--- src/rtl/counter_driver_pkg.sv ---
// Shared types and constants for the counter driver.
package counter_driver_pkg;

    typedef enum logic [1:0] {
        StIdle,
        StClear,
        StRun,
        StReport
    } state_e;

    localparam int unsigned CLEAR_CYCLES = 2;

endpackage

--- src/rtl/counter_driver_timer.sv ---
// Saturating RUN-cycle counter with synchronous clear and a limit-reached flag.
module counter_driver_timer #(
    parameter int unsigned CYC_WIDTH = 16,
    parameter int unsigned TIMEOUT   = 64
) (
    input  logic                 clk,
    input  logic                 reset,
    input  logic                 clear,
    input  logic                 enable,
    output logic [CYC_WIDTH-1:0] count,
    output logic                 limit_reached
);

    localparam logic [CYC_WIDTH-1:0] Limit    = CYC_WIDTH'(TIMEOUT);
    localparam logic [CYC_WIDTH-1:0] CountMax = '1;

    logic [CYC_WIDTH-1:0] count_q, count_d;

    always_comb begin
        count_d = count_q;
        if (clear) begin
            count_d = '0;
        end else if (enable && (count_q != CountMax)) begin
            count_d = count_q + CYC_WIDTH'(1);
        end
    end

    always_ff @(posedge clk) begin
        if (reset) begin
            count_q <= '0;
        end else begin
            count_q <= count_d;
        end
    end

    assign count         = count_q;
    assign limit_reached = (count_q >= Limit);

endmodule

--- src/rtl/counter_driver.sv ---
// Drives a counter under test: clears it, runs it until done or timeout, reports the cycle count.
module counter_driver
    import counter_driver_pkg::*;
#(
    parameter int unsigned STOP_WIDTH = 4,
    parameter int unsigned CYC_WIDTH  = 16,
    parameter int unsigned TIMEOUT    = 64
) (
    input  logic                  clk,
    input  logic                  reset,
    input  logic                  req_valid,
    output logic                  req_ready,
    input  logic [STOP_WIDTH-1:0] req_stop,
    output logic                  ctr_reset_l,
    output logic [STOP_WIDTH-1:0] ctr_stop,
    input  logic                  ctr_done,
    output logic                  rsp_valid,
    input  logic                  rsp_ready,
    output logic [CYC_WIDTH-1:0]  rsp_cycles,
    output logic                  rsp_timeout,
    output logic                  rsp_match
);

    localparam int unsigned ClrW = $clog2(CLEAR_CYCLES + 1);
    localparam logic [ClrW-1:0] ClrLast = ClrW'(CLEAR_CYCLES - 1);

    state_e                state_q, state_d;
    logic [ClrW-1:0]       clr_cnt_q, clr_cnt_d;
    logic [STOP_WIDTH-1:0] stop_q, stop_d;
    logic [CYC_WIDTH-1:0]  cycles_q, cycles_d;
    logic                  timeout_q, timeout_d;
    logic                  match_q, match_d;

    logic                  timer_clear;
    logic                  timer_en;
    logic [CYC_WIDTH-1:0]  count;
    logic                  limit_reached;

    counter_driver_timer #(
        .CYC_WIDTH (CYC_WIDTH),
        .TIMEOUT   (TIMEOUT)
    ) u_timer (
        .clk           (clk),
        .reset         (reset),
        .clear         (timer_clear),
        .enable        (timer_en),
        .count         (count),
        .limit_reached (limit_reached)
    );

    // Gated by reset so no request is accepted while the driver is being reset.
    assign req_ready   = (state_q == StIdle) && !reset;
    assign ctr_reset_l = (state_q == StRun);
    assign rsp_valid   = (state_q == StReport);
    assign ctr_stop    = stop_q;
    assign rsp_cycles  = cycles_q;
    assign rsp_timeout = timeout_q;
    assign rsp_match   = match_q;

    always_comb begin
        state_d     = state_q;
        clr_cnt_d   = clr_cnt_q;
        stop_d      = stop_q;
        cycles_d    = cycles_q;
        timeout_d   = timeout_q;
        match_d     = match_q;
        timer_clear = 1'b0;
        timer_en    = 1'b0;
        case (state_q)
            StIdle: begin
                clr_cnt_d = '0;
                if (req_valid && req_ready) begin
                    stop_d  = req_stop;
                    state_d = StClear;
                end
            end
            StClear: begin
                timer_clear = 1'b1;
                if (clr_cnt_q == ClrLast) begin
                    state_d = StRun;
                end else begin
                    clr_cnt_d = clr_cnt_q + ClrW'(1);
                end
            end
            StRun: begin
                // Done wins over timeout when both land in the same cycle.
                if (ctr_done) begin
                    cycles_d  = count;
                    timeout_d = 1'b0;
                    match_d   = (count == CYC_WIDTH'(stop_q));
                    state_d   = StReport;
                end else if (limit_reached) begin
                    cycles_d  = CYC_WIDTH'(TIMEOUT);
                    timeout_d = 1'b1;
                    match_d   = 1'b0;
                    state_d   = StReport;
                end else begin
                    timer_en = 1'b1;
                end
            end
            StReport: begin
                if (rsp_ready) begin
                    state_d = StIdle;
                end
            end
            default: state_d = StIdle;
        endcase
    end

    always_ff @(posedge clk) begin
        if (reset) begin
            state_q   <= StIdle;
            clr_cnt_q <= '0;
            stop_q    <= '0;
            cycles_q  <= '0;
            timeout_q <= 1'b0;
            match_q   <= 1'b0;
        end else begin
            state_q   <= state_d;
            clr_cnt_q <= clr_cnt_d;
            stop_q    <= stop_d;
            cycles_q  <= cycles_d;
            timeout_q <= timeout_d;
            match_q   <= match_d;
        end
    end

endmodule

--- config.mk ---
export PLATFORM = sky130hd
export DESIGN_NAME = counter_driver
export DESIGN_NICKNAME = d
export VERILOG_FILES = /design/src/rtl/counter_driver_pkg.sv /design/src/rtl/counter_driver_timer.sv /design/src/rtl/counter_driver.sv
export SDC_FILE = /design/constraint.sdc
export NUM_CORES = 1
export LEC_CHECK = 0
export ABC_AREA = 1
export CORE_MARGIN = 2
export CORE_UTILIZATION = 30
export DETAILED_ROUTE_END_ITERATION = 12
export HOLD_SLACK_MARGIN = 0.1
export MAX_ROUTING_LAYER = met4
export PLACE_DENSITY = 0.57
export REMOVE_ABC_BUFFERS = 1
export SYNTH_ARGS = -nofsm -noshare
export SYNTH_HDL_FRONTEND = slang
export SYNTH_SLANG_ARGS = --single-unit
export TNS_END_PERCENT = 50
--- constraint.sdc ---
create_clock -name clk -period 2.1 [get_ports clk]
set_clock_uncertainty 0.15 [all_clocks]
set_input_delay 0.42 -clock clk [delete_from_list [all_inputs] [get_ports clk]]
set_output_delay 0.42 -clock clk [all_outputs]
set_load 0.1 [all_outputs]
Word-level counts from Yosys, hierarchy flattened
Index checks and enable logic that the tools add are counted.
Cells by class
  add/sub/neg operators: 2
  eq/ne operators: 11
  order comparisons: 1
  multiplexer cells: 18
  reduce and logical (&&, ||, !) cells: 12
Operators with widths (count)
  16-bit two-way mux: 2
  16-bit by 1-bit adder with 16-bit output, second input constant: 1
  16-bit by 4-bit == test with 1-bit output: 1
  16-bit by 7-bit >= comparator with 1-bit output, second input constant: 1
  16-bit inequality test, second input constant: 1
  2-bit two-way mux: 6
  1-bit two-way mux: 8
  2-bit one-hot mux with 4 select lines: 1
  2-bit AND reduction: 3
  2-bit by 1-bit == test with 1-bit output, second input constant: 2
  2-bit == test, second input constant: 2
  2-bit by 1-bit inequality test with 1-bit output, second input constant: 2
  2-bit inequality test, second input constant: 2
  2-bit one-hot mux with 2 select lines: 1
  4-bit AND reduction: 1
  2-bit nonzero test: 2
  1-bit logical AND: 3
  3-bit by 1-bit inequality test with 1-bit output, second input constant: 1
  2-bit by 1-bit adder with 2-bit output, second input constant: 1
  2-bit zero test: 1
  2-bit OR reduction: 1
  1-bit zero test: 1
Storage, ports and cells
  register bits after elaboration: 42

Logic depth before layout (Yosys ltp)
Gate-level depths: netlist of run 1.
  word-level depth: 5
  depth in mapped cells: 11
  gate-level depth less buffers: 11

Cells and area by module
A second synthesis of run 1 with hierarchy kept.
Second synthesis, totals
  cell total of the unflattened synthesis: 330
  area, all modules: 2252.2 um^2
Modules (own cells, without submodules)
  counter_driver: cells each 170, seq. area each 520.5 um^2, area each 1239.9 um^2, instances 1
  counter_driver_timer: cells each 160, seq. area each 320.3 um^2, area each 1012.2 um^2, instances 1

Least setup slack after synthesis of run 1
No wires, ideal clock.
  kind: input to output
  from: input reset
  to: output req_ready
  data required time: 1.530 ns
  setup slack: -0.435 ns
  path buffers: 1
  cell stages on the path: 2
  data arrival time: 1.965 ns
  cells stage by stage: buf_1 > nor2_1
Between the ends
  cells in the longest elaborated chain, start to end: 2
RTL lines
  from (decl): line counter_driver.sv:10  | input logic reset,
  1-bit zero test: line counter_driver.sv:52  | assign req_ready = (state_q == StIdle) && !reset;
  1-bit logical AND: line counter_driver.sv:52
  to (decl): line counter_driver.sv:12  | output logic req_ready,
No other way between the ends.

Worst setup path in the final report of run 1
  from: register state_q[0]
  to: output req_ready
Between the ends
  cells in the longest elaborated chain, start to end: 2
RTL lines
  from (decl): line counter_driver.sv:27  | state_e state_q, state_d;
  from (signal assigned): line counter_driver.sv:112  | state_q <= StIdle;
  from (signal assigned): line counter_driver.sv:119  | state_q <= state_d;
  2-bit zero test: line counter_driver.sv:52
  1-bit logical AND: line counter_driver.sv:52
No other way between the ends.

==> impl_metrics.py, run 1 <==
metrics = {
    "floorplanning": {
        "dieWidth_um": 82.1,
        "io_pins": 34,
        "std_cell_rows": 28,
        "die_area_mm2": 0.00675,
        "die_h_um": 82.1,
        "core-area_mm2": 0.00592,
        "start_util_pct": 30.9,
    },
    "logic_synthesis": {
        "synthCells": 241,
        "ys_warn_count": 0,
        "synthDistinctLibCells": 23,
        "syn_avg_cell_area_um2": 7.60,
        "yosysSeqAreaShare_pct": 45.9,
        "ys_ff_latch": 42,
        "mappedNetlistArea_mm2": 0.00183,
    },
    "global_routing": {
        "grt_util_all_layers_pct": 11.9,
        "grt_pass1_wl_um": 6040,
        "grt_antenna_before_repair": 0,
        "gr-total-overflow": 0,
        "grt_pass1_vias": 1382,
        "grt_max_degree": 20,
    },
    "sta": {
        "fin_setup_tns_ns": 0,
        "fmax_mhz": 505,
        "rsz0062_at_grt": "false",
        "fin_crit_sh_pct": 94.2,
        "setup_slack_ns": 0.121,
        "finalWorstPathRequiredPeriod_ns": 1.98,
        "max_slew_margin_pct": 81.5,
        "setup_viol": 0,
        "tightest_slew_ns": 0.277,
        "whs_ns": 0.298,
        "hold_viol_final": 0,
        "slew_viol_final": 0,
    },
    "critical_path": {
        "slowest_delay_ns": 0.34,
        "cpMostUsedCell": "inv_1",
        "end_kind": "primary output",
        "path_class": "flop to primary output",
        "worstPathArrival_ns": 1.41,
        "cp_max_fo": 4,
        "start_kind": "flop",
        "reg2regPathDepth": 8,
        "r2r_slack_ns": 0.37,
        "worst-path-stages": 5,
        "crit_buf_inv": 3,
        "worstPathRequired_ns": 1.53,
        "worstPathCellList": "inv_1, ha_1, inv_1, nor2_1, buf_12",
        "crit_slowest_cell": "dfxtp_1",
        "crit_family": "buffers and inverters",
    },
    "placed_design": {
        "io_buffers": 33,
        "placedCellCount": 346,
        "gp_congestion": 0.773,
        "post-place-ws_ns": 0.158,
        "placed_area_mm2": 0.00235,
        "hpwl_um": 2570,
    },
    "clock_network": {
        "h-tree-depth": 2,
        "cts_tree": "done",
        "clockBufferDepth": 2,
        "insertion_delay_ns": 0.29,
        "cts_root_buf": "clkbuf_8",
        "cts.sinks": 42,
        "cts_hold_buf": 0,
        "clkTransAtPathRegs_ns": 0.08,
        "cts_buffers": 5,
        "cts_resized": 0,
        "cts_setup_buffers": 0,
    },
    "drt": {
        "antenna_left": 0,
        "drc": 0,
        "drt-total-wl_um": 3550,
        "drtIter0Drc": 52,
        "num_vias": 1488,
        "firstDrtPassIters": 4,
        "wl_per_cell_um": 10.0,
        "vias_per_cell": 4.20,
    },
    "power_and_ir_drop": {
        "power_density_mw_per_mm2": 944,
        "power_mw": 2.31,
        "leakagePower_nw": 0.998,
        "ir_drop_mv": 0.704,
    },
    "hold_path": {
        "hold_class": "flop to flop",
        "min_path_cells": 2,
    },
    "finish": {
        "nets": 295,
        "instances_no_fill": 354,
        "drive_gt1_share_pct": 20.4,
        "fin_util_pct": 41.3,
        "antenna_cells": 0,
        "stdcell_area_mm2": 0.00244,
        "area_growth_pct": 33.5,
    },
    "run": {
        "cap_violations": 0,
    },
    "run_status": {
        "status": "complete, no violations",
    },
}
worst paths after layout:
path / start / endpoint
max: state_q[0] / req_ready
min: u_timer.count[11] / u_timer.count[11]
max reg2reg: state_q[0] / u_timer.count[2]
min reg2reg: u_timer.count[11] / u_timer.count[11]
final cells by class:
cell class              count  area (µm²)
multi-input cells         160         826
inverters                  32         120
fillers                   610        3480
clock inverters             1        5.00
repair buffers             37         473
flip-flops and latches     42         841
well taps                  75        93.8
clock buffers               7        86.3
report_power, final:
group	internal, mW	switching (mW)	leakage, nW
logic	0.282	0.588	0.610
clock network	0.265	0.270	0.0482
registers	0.851	0.0513	0.340
total	1.40	0.909	0.998
flip-flops by register name, summed over array words and instances, names as in the netlist:
| register | count |
|---|---|
| rsp_timeout | 1 |
| clr_cnt_q | 2 |
| rsp_cycles | 16 |
| rsp_match | 1 |
| u_timer.count | 16 |
| state_q | 2 |
| ctr_stop | 4 |
cell families (layout without fill, tap and decap cells):
kind of cell	count (synthesis)	after routing	share of synthesized area (%)
xor+xnor	5	5	2.39
fa+ha+maj	8	8	5.46
buf+inv	39	77	9.02
flops	42	42	45.9
simple gates	111	111	25.5
compound gates	36	36	11.7
worst register-to-register path, delay by kind of cell (launching register included):
kind            cells  cell delay [ns]
compound gates      1             0.11
simple gates        3             0.41
flops               1             0.34
buf+inv             3             0.38
fa+ha+maj           1             0.29
placed cells by master (no fill, tap or decap), types with 3 or more instances in the layout:
cell type | synthesis | layout
a21oi_2 | 7 | 7
ha_1 | 8 | 8
nand2_1 | 67 | 67
o21ai_0 | 5 | 5
xor2_1 | 3 | 3
buf_4 | 0 | 15
dfxtp_1 | 42 | 42
a21oi_1 | 20 | 20
clkbuf_8 | 0 | 6
nor2_1 | 27 | 27
buf_12 | 1 | 14
nand2_2 | 7 | 7
inv_1 | 30 | 30
o31ai_1 | 3 | 3
clkdlybuf4s50_1 | 0 | 8
nand3_1 | 4 | 4
metal layers:
metal	GRT usage [%]	routed length, µm
met5	-	0
met4	3.00	27
met3	3.26	163
met2	17.8	1570
met1	15.8	1790
synth_stat cells:
master    count  area, µm²
clkbuf_1      3       11.3
o22ai_1       1       6.26
inv_2         2       7.51
and3_1        1       6.26
buf_12        1       20.0
xnor2_1       2       17.5
a21oi_2       7       61.3
inv_1        30        113
nand2_1      67        251
o31ai_1       3       22.5
a21oi_1      20        100
dfxtp_1      42        841
nor2_2        2       12.5
nand2_4       1       11.3
nand3_1       4       20.0
xor2_1        3       26.3
nand3_2       2       20.0
ha_1          8        100
nand2_2       7       43.8
buf_2         2       10.0
nor2_1       27        101
o21ai_0       5       25.0
buf_1         1       3.75
(Power assumes the default switching activity.)
==> run 2: changes to the inputs <==
--- a/config.mk
+++ b/config.mk
@@ -6,7 +6,6 @@
 export NUM_CORES = 1
 export LEC_CHECK = 0
 export ABC_AREA = 1
-export CORE_MARGIN = 2
 export CORE_UTILIZATION = 30
 export DETAILED_ROUTE_END_ITERATION = 12
 export HOLD_SLACK_MARGIN = 0.1
==> run 2 against run 1 <==
Final area barely moved. Sequential power barely moved. Worst hold slack got worse by 0.0052 ns. Clock-buffer cell count fell by 2. Critical path type unchanged. Clock power fell by 4.7%. Sequential share of layout area barely moved. Wire length fell by 0.14%. Critical path depth fell by 1. Combinational power rose by 1%.
==> impl_metrics.py, run 2 (synthesized netlist as in run 1, its figures left out) <==
metrics = {
    "run_status": {
        "status": "complete, no violations",
    },
    "clock_network": {
        "cts_hold_buf": 0,
        "cts_setup_buffers": 0,
        "insertion_delay_ns": 0.30,
        "cts_tree": "done",
        "cts_buffers": 5,
        "clkTransAtPathRegs_ns": 0.08,
        "cts_resized": 0,
        "h-tree-depth": 2,
        "clockBufferDepth": 2,
        "cts_root_buf": "clkbuf_8",
        "cts.sinks": 42,
    },
    "sta": {
        "slew_viol_final": 0,
        "setup_viol": 0,
        "setup_slack_ns": 0.137,
        "hold_viol_final": 0,
        "finalWorstPathRequiredPeriod_ns": 1.96,
        "tightest_slew_ns": 0.296,
        "rsz0062_at_grt": "false",
        "max_slew_margin_pct": 80.3,
        "fmax_mhz": 510,
        "fin_setup_tns_ns": 0,
        "fin_crit_sh_pct": 93.5,
    },
    "power_and_ir_drop": {
        "ir_drop_mv": 0.537,
        "leakagePower_nw": 0.996,
        "power_mw": 2.29,
        "power_density_mw_per_mm2": 938,
    },
    "drt": {
        "firstDrtPassIters": 4,
        "drc": 0,
        "num_vias": 1468,
        "vias_per_cell": 4.15,
        "antenna_left": 0,
        "wl_per_cell_um": 10.0,
        "drt-total-wl_um": 3540,
        "drtIter0Drc": 76,
    },
    "placed_design": {
        "gp_congestion": 0.786,
        "hpwl_um": 2640,
        "io_buffers": 33,
        "post-place-ws_ns": 0.118,
        "placed_area_mm2": 0.00235,
    },
    "global_routing": {
        "grt_max_degree": 20,
        "grt_busiest_layer": "met2",
        "grt_pass1_vias": 1415,
        "grt_use_met2_pct": 20.3,
        "grt_antenna_before_repair": 0,
        "grt_util_all_layers_pct": 13.5,
        "grt_pass1_wl_um": 6400,
        "grtUsageMet1_pct": 17.0,
        "met3_usage_pct": 3.07,
        "gr-total-overflow": 0,
    },
    "floorplanning": {
        "std_cell_rows": 28,
        "die_h_um": 80.1,
        "core-area_mm2": 0.00592,
        "io_pins": 34,
        "dieWidth_um": 80.1,
        "die_area_mm2": 0.00642,
        "start_util_pct": 30.9,
    },
    "critical_path": {
        "cp_max_fo": 4,
        "worstPathArrival_ns": 1.39,
        "start_kind": "flop",
        "path_class": "flop to primary output",
        "worstPathRequired_ns": 1.53,
        "end_kind": "primary output",
    },
    "finish": {
        "nets": 295,
        "final_cell_mix": "67 x nand2_1, 42 x dfxtp_1, 30 x inv_1",
        "final_common_cell": "nand2_1",
        "drive_gt1_share_pct": 20.8,
        "antenna_cells": 0,
        "area_growth_pct": 33.4,
        "fin_util_pct": 41.3,
        "stdcell_area_mm2": 0.00244,
    },
    "hold_path": {
        "hold_class": "flop to flop",
    },
    "run": {
        "cap_violations": 0,
    },
}
==> run 2: final timing paths <==
path              slack, ns               from  cells past startpoint                 to
hold / removal         0.29  u_timer.count[11]                      2  u_timer.count[11]
setup reg to reg       0.37         state_q[0]                      8   u_timer.count[3]
setup / recovery       0.14         state_q[0]                      4        ctr_reset_l
hold reg to reg        0.29  u_timer.count[11]                      2  u_timer.count[11]
==> run 2: final cells by class <==
cell class	instances	area, µm²
Clock inverter	3	21.3
Inverter	32	120
Timing Repair Buffer	37	473
Clock buffer	5	68.8
Tap cell	75	93.8
Sequential cell	42	841
Fill cell	610	3480
Multi-Input combinational cell	160	826
==> run 2: metrics by stage <==
stage	instances	hold slack [ns]
after floorplan	234	0.272
after global placement	346	0.282
after detailed placement	346	0.284
after CTS	354	0.297
after global routing	354	0.333
final	354	0.293
==> run 2: routing by layer <==
layer | share of wire (%) | wire length [µm] | vias up
li1 | - | - | 813
met1 | 51 | 1790 | 621
met2 | 43 | 1520 | 29
met3 | 4.5 | 160 | 5
met4 | 1.8 | 64 | 0
met5 | 0 | 0 | -
==> run 2: power breakdown <==
part | switching [mW] | internal (mW) | total [mW]
Clock | 0.277 | 0.233 | 0.510
Combinational | 0.591 | 0.291 | 0.882
Sequential | 0.0493 | 0.851 | 0.901
Total | 0.917 | 1.38 | 2.29
==> run 2: critical path, cell delays in order, from the launching register on <==
cell and delay [ns]:
dfxtp_1 0.33, inv_1 0.12, ha_1 0.30, buf_4 0.18
buf_12 0.17
==> run 3: changes to the inputs <==
--- a/config.mk
+++ b/config.mk
@@ -8,9 +8,10 @@
 export ABC_AREA = 1
 export CORE_UTILIZATION = 30
 export DETAILED_ROUTE_END_ITERATION = 12
+export DONT_BUFFER_PORTS = 1
 export HOLD_SLACK_MARGIN = 0.1
 export MAX_ROUTING_LAYER = met4
-export PLACE_DENSITY = 0.57
+export PLACE_DENSITY = 0.5
 export REMOVE_ABC_BUFFERS = 1
 export SYNTH_ARGS = -nofsm -noshare
 export SYNTH_HDL_FRONTEND = slang
==> run 3 against run 2 <==
Combinational power fell by 14%. Sequential share of layout area rose by 3.3 points. Critical path depth rose by 1. Critical endpoint is now req_ready. Final area fell by 8.7%. Clock-buffer cell count rose by 1. Power fell by 0.42%. Largest cell class unchanged. Sequential power fell by 2%.
==> impl_metrics.py, run 3 (synthesized netlist as in run 1, its figures left out) <==
metrics = {
    "finish": {
        "instances_no_fill": 347,
        "drive_gt1_share_pct": 19.9,
        "final_cell_mix": "67 x nand2_1, 42 x dfxtp_1, 30 x inv_1",
        "nets": 288,
        "fillers": 614,
        "final_common_cell": "nand2_1",
        "area_growth_pct": 21.8,
        "antenna_cells": 0,
    },
    "clock_network": {
        "cts_buffers": 5,
        "cts_tree": "done",
        "cts.sinks": 42,
        "cts_root_buf": "clkbuf_8",
        "h-tree-depth": 2,
        "insertion_delay_ns": 0.30,
        "cts_resized": 0,
        "clkTransAtPathRegs_ns": 0.08,
        "clockBufferDepth": 2,
    },
    "global_routing": {
        "gr-total-overflow": 0,
        "grt_antenna_before_repair": 0,
        "grt_util_all_layers_pct": 13.4,
        "grt_max_degree": 20,
        "grt_pass1_vias": 1343,
        "grt_pass1_wl_um": 6340,
    },
    "placed_design": {
        "placedCellCount": 334,
        "gp_congestion": 0.734,
        "post-place-ws_ns": 0.399,
        "io_buffers": 0,
        "hpwl_um": 2550,
    },
    "critical_path": {
        "crit_family": "buffers and inverters",
        "worstPathRequired_ns": 1.53,
        "crit_buf_inv": 3,
        "end_kind": "primary output",
        "worstPathCellList": "inv_1, ha_1, inv_1, nor2_2, buf_4",
        "worst-path-stages": 5,
        "worstPathArrival_ns": 1.38,
        "crit_slowest_cell": "dfxtp_1",
        "slowest_delay_ns": 0.34,
        "crit-reg2reg-launch": "state_q[0]",
        "cpMostUsedCell": "inv_1",
        "path_class": "flop to primary output",
        "r2r_slack_ns": 0.41,
        "reg2regPathDepth": 8,
        "cp_max_fo": 4,
        "r2r_end": "u_timer.count[6]",
        "start_kind": "flop",
    },
    "power_and_ir_drop": {
        "combPwrFrac_pct": 33.1,
        "p_sw_share_pct": 39.5,
        "intPower_mw": 1.38,
        "clkPwrFrac_pct": 28.0,
        "power_density_mw_per_mm2": 1020,
        "leakagePower_nw": 0.929,
        "p_seq_share_pct": 38.9,
        "ir_drop_mv": 0.408,
        "power.switching_mw": 0.902,
    },
    "sta": {
        "tightest_slew_ns": 0.966,
        "hold_viol_final": 0,
        "rsz0062_at_grt": "false",
        "finalWorstPathRequiredPeriod_ns": 1.95,
        "setup_slack_ns": 0.147,
        "slew_viol_final": 0,
        "max_slew_margin_pct": 35.4,
        "fmax_mhz": 512,
        "setup_viol": 0,
        "fin_setup_tns_ns": 0,
        "fin_crit_sh_pct": 93.0,
    },
    "drt": {
        "vias_per_cell": 4.21,
        "antenna_left": 0,
        "firstDrtPassIters": 4,
        "wl_per_cell_um": 10.8,
        "drt-total-wl_um": 3750,
        "drt-met1-wl_um": 1840,
        "dr_wl_met2_um": 1660,
        "wl_met3_um": 180,
        "topRoutingLayerUsed": "met4",
        "num_vias": 1460,
        "drc": 0,
        "drtIter0Drc": 34,
    },
    "floorplanning": {
        "io_pins": 34,
        "core-area_mm2": 0.00592,
        "start_util_pct": 30.9,
        "die_area_mm2": 0.00642,
        "dieWidth_um": 80.1,
        "std_cell_rows": 28,
        "die_h_um": 80.1,
    },
    "hold_path": {
        "min_path_cells": 3,
        "hold_path_end": "rsp_timeout",
        "hp-start": "ctr_done",
        "hold_class": "primary input to flop",
    },
    "run": {
        "cap_violations": 0,
    },
    "run_status": {
        "status": "complete, no violations",
    },
}
-- run 3: cell type report --
cell class	instances	area, µm²	share of cell area [%]
Sequential cell	42	841	37.7
Multi-Input combinational cell	160	828	37.1
Timing Repair Buffer	30	238	10.7
Inverter	32	120	5.38
Tap cell	75	93.8	4.21
Clock buffer	6	72.6	3.25
Clock inverter	2	37.5	1.68
-- run 3: timing repair --
| item | 4_1_cts | 5_1_grt |
|---|---|---|
| setup endpoints to repair | 0 | 0 |
| hold endpoints to repair | 20 | 0 |
| buffers inserted | 0 | 0 |
| hold buffers | 5 | 0 |
-- run 3: worst register-to-register path: stages (launching register included) --
cell,delay (ns)
dfxtp_1,0.34
inv_1,0.12
ha_1,0.27
inv_1,0.06
nor2_1,0.11
nand3_2,0.19
inv_2,0.18
nand2_1,0.08
a21oi_1,0.12
-- run 3: power groups by stage --
stage | combinational (mW) | clock, mW | sequential [mW]
floorplan | 0.405 | 0 | 1.10
global placement | 0.750 | 0 | 0.905
detailed placement | 0.748 | 0 | 0.907
CTS | 0.766 | 0.664 | 0.888
global route | 0.835 | 0.693 | 0.894
finish | 0.755 | 0.640 | 0.887
-- run 3: routing by layer --
layer	vias up	global-route usage (%)
li1	802	-
met1	620	16.6
met2	30	20.5
met3	8	3.41
met4	0	5.89
met5	-	-
-- run 3: worst max path at each step --
stage                    start                to  slack, ns
finish              state_q[0]         req_ready       0.15
global route        state_q[1]         req_ready       0.05
CTS                 state_q[0]         req_ready       0.13
detailed placement  state_q[0]  u_timer.count[6]       0.40
global placement    state_q[0]  u_timer.count[6]       0.43
floorplan           state_q[0]         req_ready      -0.35
-- run 3: metrics by stage --
step | total power, mW | util [%] | area [µm²] | hold WS (ns)
after floorplan | 1.51 | - | 1790 | 0.272
after global placement | 1.66 | 35.0 | 2070 | 0.282
after detailed placement | 1.65 | 35.0 | 2070 | 0.287
after CTS | 2.32 | 37.7 | 2230 | 0.160
after global routing | 2.42 | 37.7 | 2230 | 0.169
final | 2.28 | 37.7 | 2230 | 0.167
